--- src/rtl/ocx_tlx_fifo_unload.sv ---
// Read-side unload stage for the TLX FIFO: 2-entry output buffer plus batched credit return.
// Optional parity check on RAM read data is enabled by defining OCX_TLX_FIFO_UNLOAD_PARITY_EN.
module ocx_tlx_fifo_unload #(
    parameter int FIFO_ADDR_WIDTH = 4,
    parameter int DATA_WIDTH      = 64,
    parameter int CREDIT_BATCH    = 4,
    parameter int CREDIT_TIMEOUT  = 8
) (
    input  logic                       clock,
    input  logic                       reset,
    input  logic                       fifo_data_available,
    input  logic [DATA_WIDTH-1:0]      ram_rd_data,
`ifdef OCX_TLX_FIFO_UNLOAD_PARITY_EN
    input  logic                       ram_rd_par,
    output logic                       parity_error,
`endif
    output logic                       fifo_rd_done,
    output logic                       out_valid,
    input  logic                       out_ready,
    output logic [DATA_WIDTH-1:0]      out_data,
    output logic                       credit_return_valid,
    output logic [FIFO_ADDR_WIDTH:0]   credit_return_cnt,
    output logic [FIFO_ADDR_WIDTH:0]   pending_credits
);

    localparam int CW = FIFO_ADDR_WIDTH + 1;
    localparam logic [CW-1:0] MAX_CREDITS  = CW'(2 ** FIFO_ADDR_WIDTH);
    localparam logic [CW-1:0] BATCH        = CW'(CREDIT_BATCH);
    localparam logic [7:0]    TIMEOUT_LAST = 8'(CREDIT_TIMEOUT - 1);

    typedef enum logic {S_ACCUM = 1'b0, S_RETURN = 1'b1} state_t;

    logic [1:0]            r_buf_cnt;
    logic                  r_buf_full;
    logic                  r_out_valid;
    logic [DATA_WIDTH-1:0] r_slot0;
    logic [DATA_WIDTH-1:0] r_slot1;
    state_t                r_state;
    logic [CW-1:0]         r_pending;
    logic [7:0]            r_timer;
    logic                  r_crv;
    logic [CW-1:0]         r_crc;

    logic                  w_push;
    logic                  w_pop;
    logic [1:0]            w_buf_cnt_d;
    logic [CW-1:0]         w_pending_inc;
    logic                  w_return;

    // Read decision uses only the registered full flag, so out_ready never reaches fifo_rd_done.
    assign w_push        = fifo_data_available && !r_buf_full && !reset;
    assign w_pop         = r_out_valid && out_ready;
    assign w_buf_cnt_d   = r_buf_cnt + {1'b0, w_push} - {1'b0, w_pop};
    assign w_pending_inc = (w_push && (r_pending != MAX_CREDITS)) ? r_pending + CW'(1) : r_pending;
    assign w_return      = (r_state == S_ACCUM) &&
                           ((r_pending >= BATCH) || ((r_pending != '0) && (r_timer == TIMEOUT_LAST)));

    assign fifo_rd_done        = w_push;
    assign out_valid           = r_out_valid;
    assign out_data            = r_slot0;
    assign credit_return_valid = r_crv;
    assign credit_return_cnt   = r_crc;
    assign pending_credits     = r_pending;

    // NOTE: all state uses non-blocking assignments so every branch reads pre-edge values.
    always_ff @(posedge clock) begin
        if (reset) begin
            r_buf_cnt   <= 2'd0;
            r_buf_full  <= 1'b0;
            r_out_valid <= 1'b0;
            r_slot0     <= '0;
            r_slot1     <= '0;
        end else begin
            r_buf_cnt   <= w_buf_cnt_d;
            r_buf_full  <= (w_buf_cnt_d == 2'd2);
            r_out_valid <= (w_buf_cnt_d != 2'd0);
            if (w_pop) begin
                if (r_buf_cnt == 2'd2)
                    r_slot0 <= r_slot1;
                else if (w_push)
                    r_slot0 <= ram_rd_data;
            end else if (w_push) begin
                if (r_buf_cnt == 2'd0)
                    r_slot0 <= ram_rd_data;
                else
                    r_slot1 <= ram_rd_data;
            end
        end
    end

    // The return pulse and the pending reload share one edge; a concurrent rd_done seeds the new count.
    always_ff @(posedge clock) begin
        if (reset) begin
            r_state   <= S_ACCUM;
            r_pending <= '0;
            r_timer   <= 8'd0;
            r_crv     <= 1'b0;
            r_crc     <= '0;
        end else begin
            r_crv <= 1'b0;
            r_crc <= '0;
            case (r_state)
                S_ACCUM: begin
                    if (w_return) begin
                        r_state   <= S_RETURN;
                        r_crv     <= 1'b1;
                        r_crc     <= r_pending;
                        r_pending <= w_push ? CW'(1) : '0;
                        r_timer   <= 8'd0;
                    end else begin
                        r_pending <= w_pending_inc;
                        r_timer   <= (r_pending == '0) ? 8'd0 : r_timer + 8'd1;
                    end
                end
                S_RETURN: begin
                    r_state   <= S_ACCUM;
                    r_pending <= w_pending_inc;
                    r_timer   <= 8'd0;
                end
                default: r_state <= S_ACCUM;
            endcase
        end
    end

`ifdef OCX_TLX_FIFO_UNLOAD_PARITY_EN
    logic r_parity_error;

    always_ff @(posedge clock) begin
        if (reset)
            r_parity_error <= 1'b0;
        else if (w_push && (^{ram_rd_data, ram_rd_par}))
            r_parity_error <= 1'b1;
    end

    assign parity_error = r_parity_error;
`endif

endmodule

--- config.mk ---
export PLATFORM = sky130hd
export DESIGN_NAME = ocx_tlx_fifo_unload
export DESIGN_NICKNAME = d
export VERILOG_FILES = /design/src/rtl/ocx_tlx_fifo_unload.sv
export SDC_FILE = /design/constraint.sdc
export NUM_CORES = 1
export LEC_CHECK = 0
export ABC_AREA = 1
export ABC_CLOCK_PERIOD_IN_PS = 2680
export CORE_ASPECT_RATIO = 1.2
export CORE_UTILIZATION = 31
export DETAILED_ROUTE_END_ITERATION = 10
export PLACE_DENSITY = 0.64
export SYNTH_ARGS = -nofsm -noshare
export SYNTH_HDL_FRONTEND = slang
export SYNTH_SLANG_ARGS = --single-unit
--- constraint.sdc ---
create_clock -name clock -period 2.68 [get_ports clock]
set_clock_uncertainty 0.1 [all_clocks]
set_input_delay 0.536 -clock clock [delete_from_list [all_inputs] [get_ports clock]]
set_output_delay 0.536 -clock clock [all_outputs]
set_load 0.01 [all_outputs]
**Word level (Yosys, flattened, before mapping)**

Cells that the tools add are included.

- Output and inout port bits: 77
- Bits in registers: 152
- Logic and storage cells: 57
- Input port bits: 68

- Mux-type cells: 14
- Add/sub/neg operators: 4
- Order comparisons: 1
- Bitwise operators: 4
- Reductions and logical operators: 20
- Equal/unequal tests: 4

Operators with widths:

| operator | number |
|---|---|
| $mux 64 | 5 |
| $mux 8 | 2 |
| $pmux 8 s2 | 1 |
| $mux 5 | 2 |
| $pmux 5 s2 | 1 |
| $add 8x1->8 const B | 1 |
| $eq 8x3->1 const B | 1 |
| $reduce_bool 2->1 | 4 |
| $logic_and 1x1->1 | 6 |
| $reduce_and 3->1 | 2 |
| $add 5x1->5 const B | 1 |
| $ge 5x3->1 const B | 1 |
| $logic_not 5->1 | 1 |
| $ne 5x5->1 const B | 1 |
| $reduce_bool 5->1 | 1 |
| $eq 2x2->1 const B | 2 |
| $not 1->1 | 4 |
| $reduce_or 3->1 | 1 |
| $add 2x1->2 | 1 |
| $logic_not 1->1 | 2 |
| $logic_not 2->1 | 1 |
| $mux 1 | 2 |
| $pmux 1 s2 | 1 |
| $reduce_or 2->1 | 1 |
| other kinds (2) | 2 |

**Logic depth before layout (Yosys ltp)**

Gate-level depths: netlist of the first run.

- Word-level depth: 7
- Gate-level depth with buffers: 10
- Mapped depth without buffers: 10

**Worst setup path before layout of the first run**

Ideal clock, no wire load.

- Path kind: input-to-reg
- Start: input port out_ready
- End: register r_out_valid, in the netlist out_valid
- Path buffers: 1
- Slack: 0.804 ns
- Data required time: 2.440 ns
- Setup time: 0.140 ns
- Arrival time: 1.636 ns
- Stages: 9
- Cell sequence: nand2_1 -> inv_1 -> clkbuf_1 -> ha_1 -> inv_1 -> ha_1 -> xor2_1 -> nand2_1 -> o21ai_0

- Word-level cells in the longest chain between the ends: 3

RTL lines:

| what | RTL line | source |
|---|---|---|
| from (decl) | 19 | `input logic out_ready,` |
| $logic_and 1x1->1 | 52 | `assign w_pop = r_out_valid && out_ready;` |
| $sub 2x1->2 | 53 | `assign w_buf_cnt_d = r_buf_cnt + {1'b0, w_push} - {1'b0, w_pop};` |
| $reduce_bool 2->1 | 76 | `r_out_valid <= (w_buf_cnt_d != 2'd0);` |
| to (signal assigned) | 76 |  |
| to (decl) | 35 | `logic r_out_valid;` |

No other way between the ends.
A chain may end at the register's enable or synchronous reset.

**Worst setup path in the final report of the first run**

- Start: input port fifo_data_available
- End: output port fifo_rd_done

- Word-level cells in the longest chain between the ends: 2

RTL lines:

| what | RTL line | source |
|---|---|---|
| from (decl) | 11 | `input logic fifo_data_available,` |
| $logic_and 1x1->1 (2 in series) | 51 | `assign w_push = fifo_data_available && !r_buf_full && !reset;` |
| to (decl) | 17 | `output logic fifo_rd_done,` |

No other way between the ends.

==> flow_metrics.env, run 1 <==
export IMPL_cap_violations=0
export IMPL_firstDrtPassIters=7
export IMPL_worstPathArrival_ns=1.69
export IMPL_yosysSeqAreaShare_pct=47.0
export IMPL_areaGrowthSynthToFinish_pct=33.5
export IMPL_die_width_microns=133
export IMPL_setup_tns_ns=0
export IMPL_n_fill_cell=2089
export IMPL_rsz0062_at_grt="false"
export IMPL_clock_latency_ns=0.42
export IMPL_clkTransAtPathRegs_ns=0.06
export IMPL_yosysWarnings=0
export IMPL_ff2ff_setup_slack_ns=0.91
export IMPL_drt_iter0_drc=239
export IMPL_synth_cell_types=27
export IMPL_htree_levels=4
export IMPL_place_gp_congestion=0.766
export IMPL_finalHoldViolCount=0
export IMPL_grt_max_degree=56
export IMPL_ctsResizeCount=0
export IMPL_initial_core_util_pct=31.7
export IMPL_grt_pass1_wl_microns=26300
export IMPL_min_period_ns=2.33
export IMPL_clock_sinks=151
export IMPL_drv_slew=0
export IMPL_grt_overflow=0
export IMPL_die_y_microns=160
export IMPL_viasPerCell=4.51
export IMPL_cp_max_fo=2
export IMPL_start_kind="input port"
export IMPL_netlist_instances=842
export IMPL_syn_avg_cell_area_sq_um=7.63
export IMPL_nNetsFinal=1036
export IMPL_drcViolationCount=0
export IMPL_vias=5590
export IMPL_final_cell_mix="186 x nand2_1, 151 x dfxtp_1, 143 x clkdlybuf4s50_1, 123 x o21ai_0, 80 x a21oi_1"
export IMPL_dpl_hpwl_microns=10700
export IMPL_post_cts_buffers=0
export IMPL_routed_wl_microns=15800
export IMPL_io_buffers=144
export IMPL_place_area_sq_um=8030
export IMPL_critPathCaptureType="output port"
export IMPL_ios=145
export IMPL_fin_crit_sh_pct=86.9
export IMPL_ant_nets=0
export IMPL_synth_adder_area_share_pct=0.974
export IMPL_setup_viol=0
export IMPL_mostFrequentLayoutCell="nand2_1"
export IMPL_whs_ns=0.292
export IMPL_clock_path_buffers=2
export IMPL_worst_slew_pin_slew_ns=0.672
export IMPL_num_rows=57
export IMPL_ctsHoldBuffers=0
export IMPL_syn_nets=915
export IMPL_synth_xor_area_share_pct=1.36
export IMPL_design_area_sq_um=8580
export IMPL_power_density_nw_per_um2=901
export IMPL_synth_top_family_by_area="compound AO/OA/AOI/OAI gates"
export IMPL_cts_root_buf="clkbuf_16"
export IMPL_p_leak_uw=0.00324
export IMPL_wl_per_cell_microns=12.8
export IMPL_antenna_found_initial=0
export IMPL_numCtsBuffers=17
export IMPL_synth_mux_area_share_pct=0
export IMPL_drive_gt1_share_pct=12.0
export IMPL_ys_ff_latch=151
export IMPL_die_area_sq_um=21300
export IMPL_grt_pass1_vias=5195
export IMPL_critPathKind="in -> out"
export IMPL_peakVddDrop_v=0.000421
export IMPL_stdcell_count=1240
export IMPL_max_slew_margin_pct=55.2
export IMPL_core_sq_um=20300
export IMPL_synth_compound_area_share_pct=21.6
export IMPL_cts_tree="yes"
export IMPL_hp_class="in -> reg"
export IMPL_grt_usage_pct=15.6
export IMPL_p_total_uw=7720
export IMPL_num_antenna_cells=0
export IMPL_max_freq_mhz=429
export IMPL_numPlacedInstances=1209
export IMPL_synth_simple_area_share_pct=18.6
export IMPL_status="finished, final reports clean"
export IMPL_cp_required_ns=2.04
export IMPL_netlist_area_sq_um=6430
[layout make-up]
type	instances	area (sq um)	area share, %
Clock buffer	19	443	5.16
Clock inverter	12	103	1.20
Inverter	81	304	3.54
Multi-Input combinational cell	553	2750	32.0
Sequential cell	151	3020	35.2
Tap cell	265	332	3.87
Timing Repair Buffer	159	1630	19.0
[kinds of logic (layout without fill, tap and decap cells)]
group | after synthesis | in the layout
and+or+nand+nor | 291 | 291
AOI/OAI and AO/OA | 247 | 247
DFF | 151 | 151
buffers and inverters | 138 | 271
xor gates and xnor gates | 10 | 10
adders and majority gates | 5 | 5
[Yosys cell counts (all sizes together)]
master,instances,area [sq um]
nand4,1,6.26
a21oi,116,716
nand3,18,90.1
clkinv,1,3.75
xnor2,2,17.5
clkbuf,17,63.8
nor2,56,218
nor3,1,5.00
xor2,8,70.1
nand2,214,868
dfxtp,151,3020
ha,5,62.6
inv,80,300
nand3b,1,7.51
o21ai,131,671
buf,40,304
[power by group]
part,switching [uW],total [uW],internal [uW]
Sequential,239,2970,2730
Clock,946,2240,1290
Combinational,1390,2520,1130
Total,2580,7720,5140
[registers in the layout (all words and copies together) (netlist names)]
signal             cells
r_slot1               64
r_buf_cnt              2
r_buf_full             1
r_state                1
out_data              64
credit_return_cnt      5
out_valid              1
r_timer                8
pending_credits        5
[per-layer routing]
metal  up-vias  GRT usage, %  part of all wire (%)
met5         -             0                     0
met4         0          6.10                   1.5
met3        17          3.94                   3.8
met2        92          25.8                    49
met1      2548          19.2                    46
li1       2933             -                     -
[critical path: stages]
cell,delay [ns]
clkdlybuf4s50_1,0.46
nand2_1,0.08
nor2_4,0.09
clkdlybuf4s50_1,0.53
[path summary, 6_finish.rpt]
kind,start,to,depth (start not counted)
setup reg to reg,r_buf_cnt[1],out_data[33],7
hold / removal,reset,r_buf_cnt[0],2
hold reg to reg,r_slot1[21],r_slot1[21],2
setup / recovery,fifo_data_available,fifo_rd_done,4
[metrics by stage]
stage	setup WS, ns	utilization [%]
after CTS	0.344	42.3
after global routing	0.315	42.3
final	0.350	42.3
after detailed placement	0.354	39.7
after global placement	0.353	39.7
after floorplan	0.804	-
No activity file was read; power rests on OpenSTA's default activity.
==> inputs of run 2 (changes only) <==
--- a/config.mk
+++ b/config.mk
@@ -8,7 +8,9 @@
 export ABC_AREA = 1
 export ABC_CLOCK_PERIOD_IN_PS = 2680
 export CORE_ASPECT_RATIO = 1.2
+export CORE_MARGIN = 2
 export CORE_UTILIZATION = 31
+export CTS_CLUSTER_DIAMETER = 30
 export DETAILED_ROUTE_END_ITERATION = 10
 export PLACE_DENSITY = 0.64
 export SYNTH_ARGS = -nofsm -noshare
==> run 2 against run 1 <==
Clock power is 20% higher. Utilization is 0.31 points higher. Global-route usage is 0.69 points lower. Total power is 5.4% higher. Flip-flop and latch count stayed put. Largest power group unchanged. Critical path depth stayed put. Register-to-register slack better by 0.05 ns. Worst hold slack better by 0.052 ns. Combinational power hardly changed. Sequential share of layout area is 0.38 points lower. Setup slack better by 0.0088 ns. Clock-buffer cell count is 3 higher.
==> flow_metrics.env, run 2 (synthesized netlist as in run 1, its figures left out) <==
export IMPL_grt_pass1_vias=5197
export IMPL_setup_viol=0
export IMPL_final_cell_mix="186 x nand2_1, 151 x dfxtp_1, 143 x clkdlybuf4s50_1, 123 x o21ai_0, 80 x a21oi_1"
export IMPL_initial_core_util_pct=31.6
export IMPL_vias=5618
export IMPL_cts_root_buf="clkbuf_16"
export IMPL_grt_pass1_wl_microns=25800
export IMPL_worstPathArrival_ns=1.69
export IMPL_rr_endpoint="out_data[39]"
export IMPL_max_freq_mhz=431
export IMPL_p_leak_uw=0.00329
export IMPL_grt_usage_pct=14.9
export IMPL_worst_slew_pin_slew_ns=0.568
export IMPL_r2r_start="r_buf_full"
export IMPL_critPathCaptureType="output port"
export IMPL_post_cts_buffers=0
export IMPL_min_from="r_slot1[34]"
export IMPL_drt_iter0_drc=275
export IMPL_critPathKind="in -> out"
export IMPL_ctsResizeCount=0
export IMPL_io_buffers=144
export IMPL_drcViolationCount=0
export IMPL_drv_slew=0
export IMPL_mostFrequentLayoutCell="nand2_1"
export IMPL_num_antenna_cells=0
export IMPL_numPlacedInstances=1209
export IMPL_power_density_nw_per_um2=939
export IMPL_numCtsBuffers=17
export IMPL_antenna_found_initial=0
export IMPL_clock_sinks=151
export IMPL_die_width_microns=135
export IMPL_fin_crit_sh_pct=86.6
export IMPL_cts_tree="yes"
export IMPL_setup_tns_ns=0
export IMPL_ios=145
export IMPL_max_slew_margin_pct=62.1
export IMPL_grt_overflow=0
export IMPL_routed_wl_microns=15900
export IMPL_cp_required_ns=2.04
export IMPL_place_gp_congestion=0.773
export IMPL_cp_max_fo=2
export IMPL_clock_path_buffers=2
export IMPL_htree_levels=4
export IMPL_die_y_microns=162
export IMPL_start_kind="input port"
export IMPL_core_sq_um=20300
export IMPL_dpl_hpwl_microns=10600
export IMPL_clkTransAtPathRegs_ns=0.06
export IMPL_min_period_ns=2.32
export IMPL_viasPerCell=4.53
export IMPL_hold_depth=2
export IMPL_status="finished, final reports clean"
export IMPL_rsz0062_at_grt="false"
export IMPL_grt_max_degree=64
export IMPL_p_total_uw=8140
export IMPL_firstDrtPassIters=4
export IMPL_clock_latency_ns=0.42
export IMPL_ctsHoldBuffers=0
export IMPL_areaGrowthSynthToFinish_pct=34.9
export IMPL_finalHoldViolCount=0
export IMPL_wl_per_cell_microns=12.8
export IMPL_n_fill_cell=2079
export IMPL_ff2ff_setup_slack_ns=0.96
export IMPL_drive_gt1_share_pct=12.0
export IMPL_whs_endpoint="r_slot1[34]"
export IMPL_num_rows=57
export IMPL_worst_r2r_path_depth=8
export IMPL_cap_violations=0
export IMPL_nNetsFinal=1036
export IMPL_ant_nets=0
export IMPL_stdcell_count=1241
export IMPL_peakVddDrop_v=0.000424
export IMPL_die_area_sq_um=21900
export IMPL_hp_class="reg -> reg"
==> run 2: changes by cell type in the layout (fill, tap and decap cells not counted), sizes merged <==
| cell | delta |
|---|---|
| clkbuf | +3 |
| clkinvlp | -4 |
| bufinv | +4 |
| clkinv | -2 |
==> run 2: per-layer routing <==
metal / routed length (microns) / vias up / track usage [%] / part of all wire (%)
li1: - / 2929 / - / -
met1: 7080 / 2555 / 17.8 / 44
met2: 7900 / 111 / 25.6 / 50
met3: 590 / 23 / 3.43 / 3.7
met4: 345 / 0 / 6.20 / 2.2
met5: 0 / - / 0 / 0
==> run 2: through the flow <==
stage	util [%]	setup WS, ns	instance area [sq um]	hold slack (ns)
floorplan	-	0.804	6430	0.318
global placement	39.4	0.342	8010	0.331
detailed placement	39.4	0.350	8010	0.337
CTS	42.7	0.348	8670	0.346
global route	42.7	0.311	8670	0.360
finish	42.7	0.359	8670	0.344
==> run 2: layout make-up <==
class                   instances  area [sq um]  area share, %
clock buffers                  22           474           5.47
multi-input cells             553          2750           31.7
repair buffers                159          1600           18.5
well taps                     265           332           3.82
flip-flops and latches        151          3020           34.9
inverters                      81           304           3.51
clock inverters                10           190           2.19
==> run 2: how the worst max path moves through the flow <==
stage                   startpoint            to  slack (ns)  depth (start not counted)
3_3_place_gp   fifo_data_available  fifo_rd_done        0.34                          4
5_1_grt        fifo_data_available  fifo_rd_done        0.31                          4
4_1_cts        fifo_data_available  fifo_rd_done        0.35                          4
2_1_floorplan            out_ready     out_valid        0.80                          9
6_report       fifo_data_available  fifo_rd_done        0.36                          4
3_5_place_dp             out_ready   r_slot1[22]        0.35                          8
==> run 2: critical path, cell delays in order <==
cell	delay (ns)
clkdlybuf4s50_1	0.45
nand2_1	0.08
nor2_4	0.09
clkdlybuf4s50_1	0.53
==> run 2: power by group <==
part / total (uW) / leakage (uW) / switching, uW / internal [uW]
Clock: 2680 / 0.000325 / 944 / 1740
Combinational: 2490 / 0.00174 / 1400 / 1090
Sequential: 2970 / 0.00123 / 242 / 2730
Total: 8140 / 0.00329 / 2590 / 5560
==> inputs of run 3 (changes only) <==
--- a/config.mk
+++ b/config.mk
@@ -6,13 +6,12 @@
 export NUM_CORES = 1
 export LEC_CHECK = 0
 export ABC_AREA = 1
-export ABC_CLOCK_PERIOD_IN_PS = 2680
 export CORE_ASPECT_RATIO = 1.2
 export CORE_MARGIN = 2
-export CORE_UTILIZATION = 31
+export CORE_UTILIZATION = 40
 export CTS_CLUSTER_DIAMETER = 30
 export DETAILED_ROUTE_END_ITERATION = 10
-export PLACE_DENSITY = 0.64
+export PLACE_DENSITY = 0.76
 export SYNTH_ARGS = -nofsm -noshare
 export SYNTH_HDL_FRONTEND = slang
 export SYNTH_SLANG_ARGS = --single-unit
==> run 3 against run 2 <==
Sequential power hardly changed. Register-to-register slack is essentially flat. Non-clock buffer count is 1 lower.
==> flow_metrics.env, run 3 (synthesized netlist as in run 1, its figures left out) <==
export IMPL_place_area_sq_um=7940
export IMPL_clock_sinks=151
export IMPL_die_area_sq_um=17100
export IMPL_die_width_microns=120
export IMPL_busiest_layer="met2"
export IMPL_routed_wl_microns=15000
export IMPL_setup_tns_ns=0
export IMPL_worstPathArrival_ns=1.70
export IMPL_cts_tree="yes"
export IMPL_cap_violations=0
export IMPL_grt_overflow=0
export IMPL_rsz0062_at_grt="false"
export IMPL_pwr_share_comb_pct=32.8
export IMPL_clkTransAtPathRegs_ns=0.06
export IMPL_ant_nets=0
export IMPL_power_frac_clock_pct=27.9
export IMPL_power_density_nw_per_um2=892
export IMPL_rr_endpoint="out_data[32]"
export IMPL_min_period_ns=2.33
export IMPL_clock_latency_ns=0.42
export IMPL_post_cts_buffers=0
export IMPL_firstDrtPassIters=4
export IMPL_numCtsBuffers=17
export IMPL_drcViolationCount=0
export IMPL_num_antenna_cells=0
export IMPL_max_freq_mhz=429
export IMPL_power_switching_uw=2510
export IMPL_dpl_hpwl_microns=9940
export IMPL_gr_usage_met1_pct=22.3
export IMPL_io_buffers=144
export IMPL_start_kind="input port"
export IMPL_cp_required_ns=2.04
export IMPL_areaGrowthSynthToFinish_pct=31.5
export IMPL_grt_usage_pct=18.0
export IMPL_worst_slew_pin_slew_ns=0.889
export IMPL_ctsHoldBuffers=0
export IMPL_cts_root_buf="clkbuf_16"
export IMPL_drt_iter0_drc=270
export IMPL_design_area_sq_um=8450
export IMPL_use_met3_pct=4.23
export IMPL_n_fill_cell=1481
export IMPL_seqPwrFrac_pct=39.3
export IMPL_place_gp_congestion=0.792
export IMPL_wl_per_cell_microns=12.7
export IMPL_whs_endpoint="r_slot1[43]"
export IMPL_core_sq_um=15600
export IMPL_nNetsFinal=1035
export IMPL_num_rows=50
export IMPL_drv_slew=0
export IMPL_critPathCaptureType="output port"
export IMPL_hold_depth=2
export IMPL_status="finished, final reports clean"
export IMPL_final_cell_mix="186 x nand2_1, 151 x dfxtp_1, 143 x clkdlybuf4s50_1, 123 x o21ai_0, 80 x a21oi_1"
export IMPL_stdcell_count=1183
export IMPL_peakVddDrop_v=0.000398
export IMPL_ctsResizeCount=0
export IMPL_cp_max_fo=2
export IMPL_clock_path_buffers=2
export IMPL_max_slew_margin_pct=40.7
export IMPL_grtUsageMet2_pct=30.0
export IMPL_drive_gt1_share_pct=11.6
export IMPL_die_y_microns=143
export IMPL_switching_share_pct=33.3
export IMPL_min_from="r_slot1[43]"
export IMPL_hp_class="reg -> reg"
export IMPL_viasPerCell=4.81
export IMPL_grt_max_degree=59
export IMPL_mostFrequentLayoutCell="nand2_1"
export IMPL_ff2ff_setup_slack_ns=0.96
export IMPL_vias=5687
export IMPL_initial_core_util_pct=41.1
export IMPL_htree_levels=4
export IMPL_antenna_found_initial=0
export IMPL_grt_pass1_vias=5187
export IMPL_finalHoldViolCount=0
export IMPL_setup_viol=0
export IMPL_critPathKind="in -> out"
export IMPL_p_leak_uw=0.00322
export IMPL_fin_crit_sh_pct=87.0
export IMPL_worst_r2r_path_depth=7
export IMPL_ios=145
export IMPL_numPlacedInstances=1151
export IMPL_grt_pass1_wl_microns=24900
export IMPL_r2r_start="r_buf_cnt[1]"
export IMPL_p_int_uw=5020
run 3: how the worst max path moves through the flow:
stage                                   start      endpoint  slack [ns]  depth (start not counted)
after detailed placement  fifo_data_available  fifo_rd_done        0.35                          4
after global routing      fifo_data_available  fifo_rd_done        0.30                          4
after global placement    fifo_data_available  fifo_rd_done        0.35                          4
final                     fifo_data_available  fifo_rd_done        0.35                          4
after floorplan                     out_ready     out_valid        0.80                          9
after CTS                 fifo_data_available  fifo_rd_done        0.34                          4
run 3: layout make-up:
| cell class | count | area (sq um) | area share [%] |
|---|---|---|---|
| timing repair buffer | 158 | 1610 | 19.0 |
| inverter | 81 | 304 | 3.60 |
| tap | 208 | 260 | 3.08 |
| clock buffer | 23 | 458 | 5.42 |
| multi-input combinational | 553 | 2750 | 32.5 |
| sequential | 151 | 3020 | 35.8 |
| clock inverter | 9 | 53.8 | 0.637 |
run 3: per-layer routing:
layer / wire length (microns) / vias to the layer above
met2: 7380 / 124
met1: 6790 / 2609
met3: 564 / 24
li1: - / 2930
met4: 292 / 0
met5: 0 / -
run 3: per-stage QoR:
stage	utilization [%]	hold WS [ns]	worst slack (ns)	power, uW
finish	54.0	0.345	0.348	7530
global route	54.0	0.359	0.295	8010
CTS	54.0	0.348	0.340	7630
detailed placement	50.8	0.337	0.350	5510
global placement	50.8	0.332	0.354	5460
floorplan	-	0.318	0.804	4660
run 3: critical path, cell delays in order:
cell and delay, ns:
clkdlybuf4s50_1 0.46, nand2_1 0.08, nor2_4 0.09, clkdlybuf4s50_1 0.53
run 3: power by group through the flow:
stage	clock network, uW	logic (uW)	registers, uW
after CTS	2150	2510	2970
after detailed placement	0	2500	3010
after global routing	2260	2740	3020
after global placement	0	2450	3000
after floorplan	0	1560	3100
final	2100	2470	2960
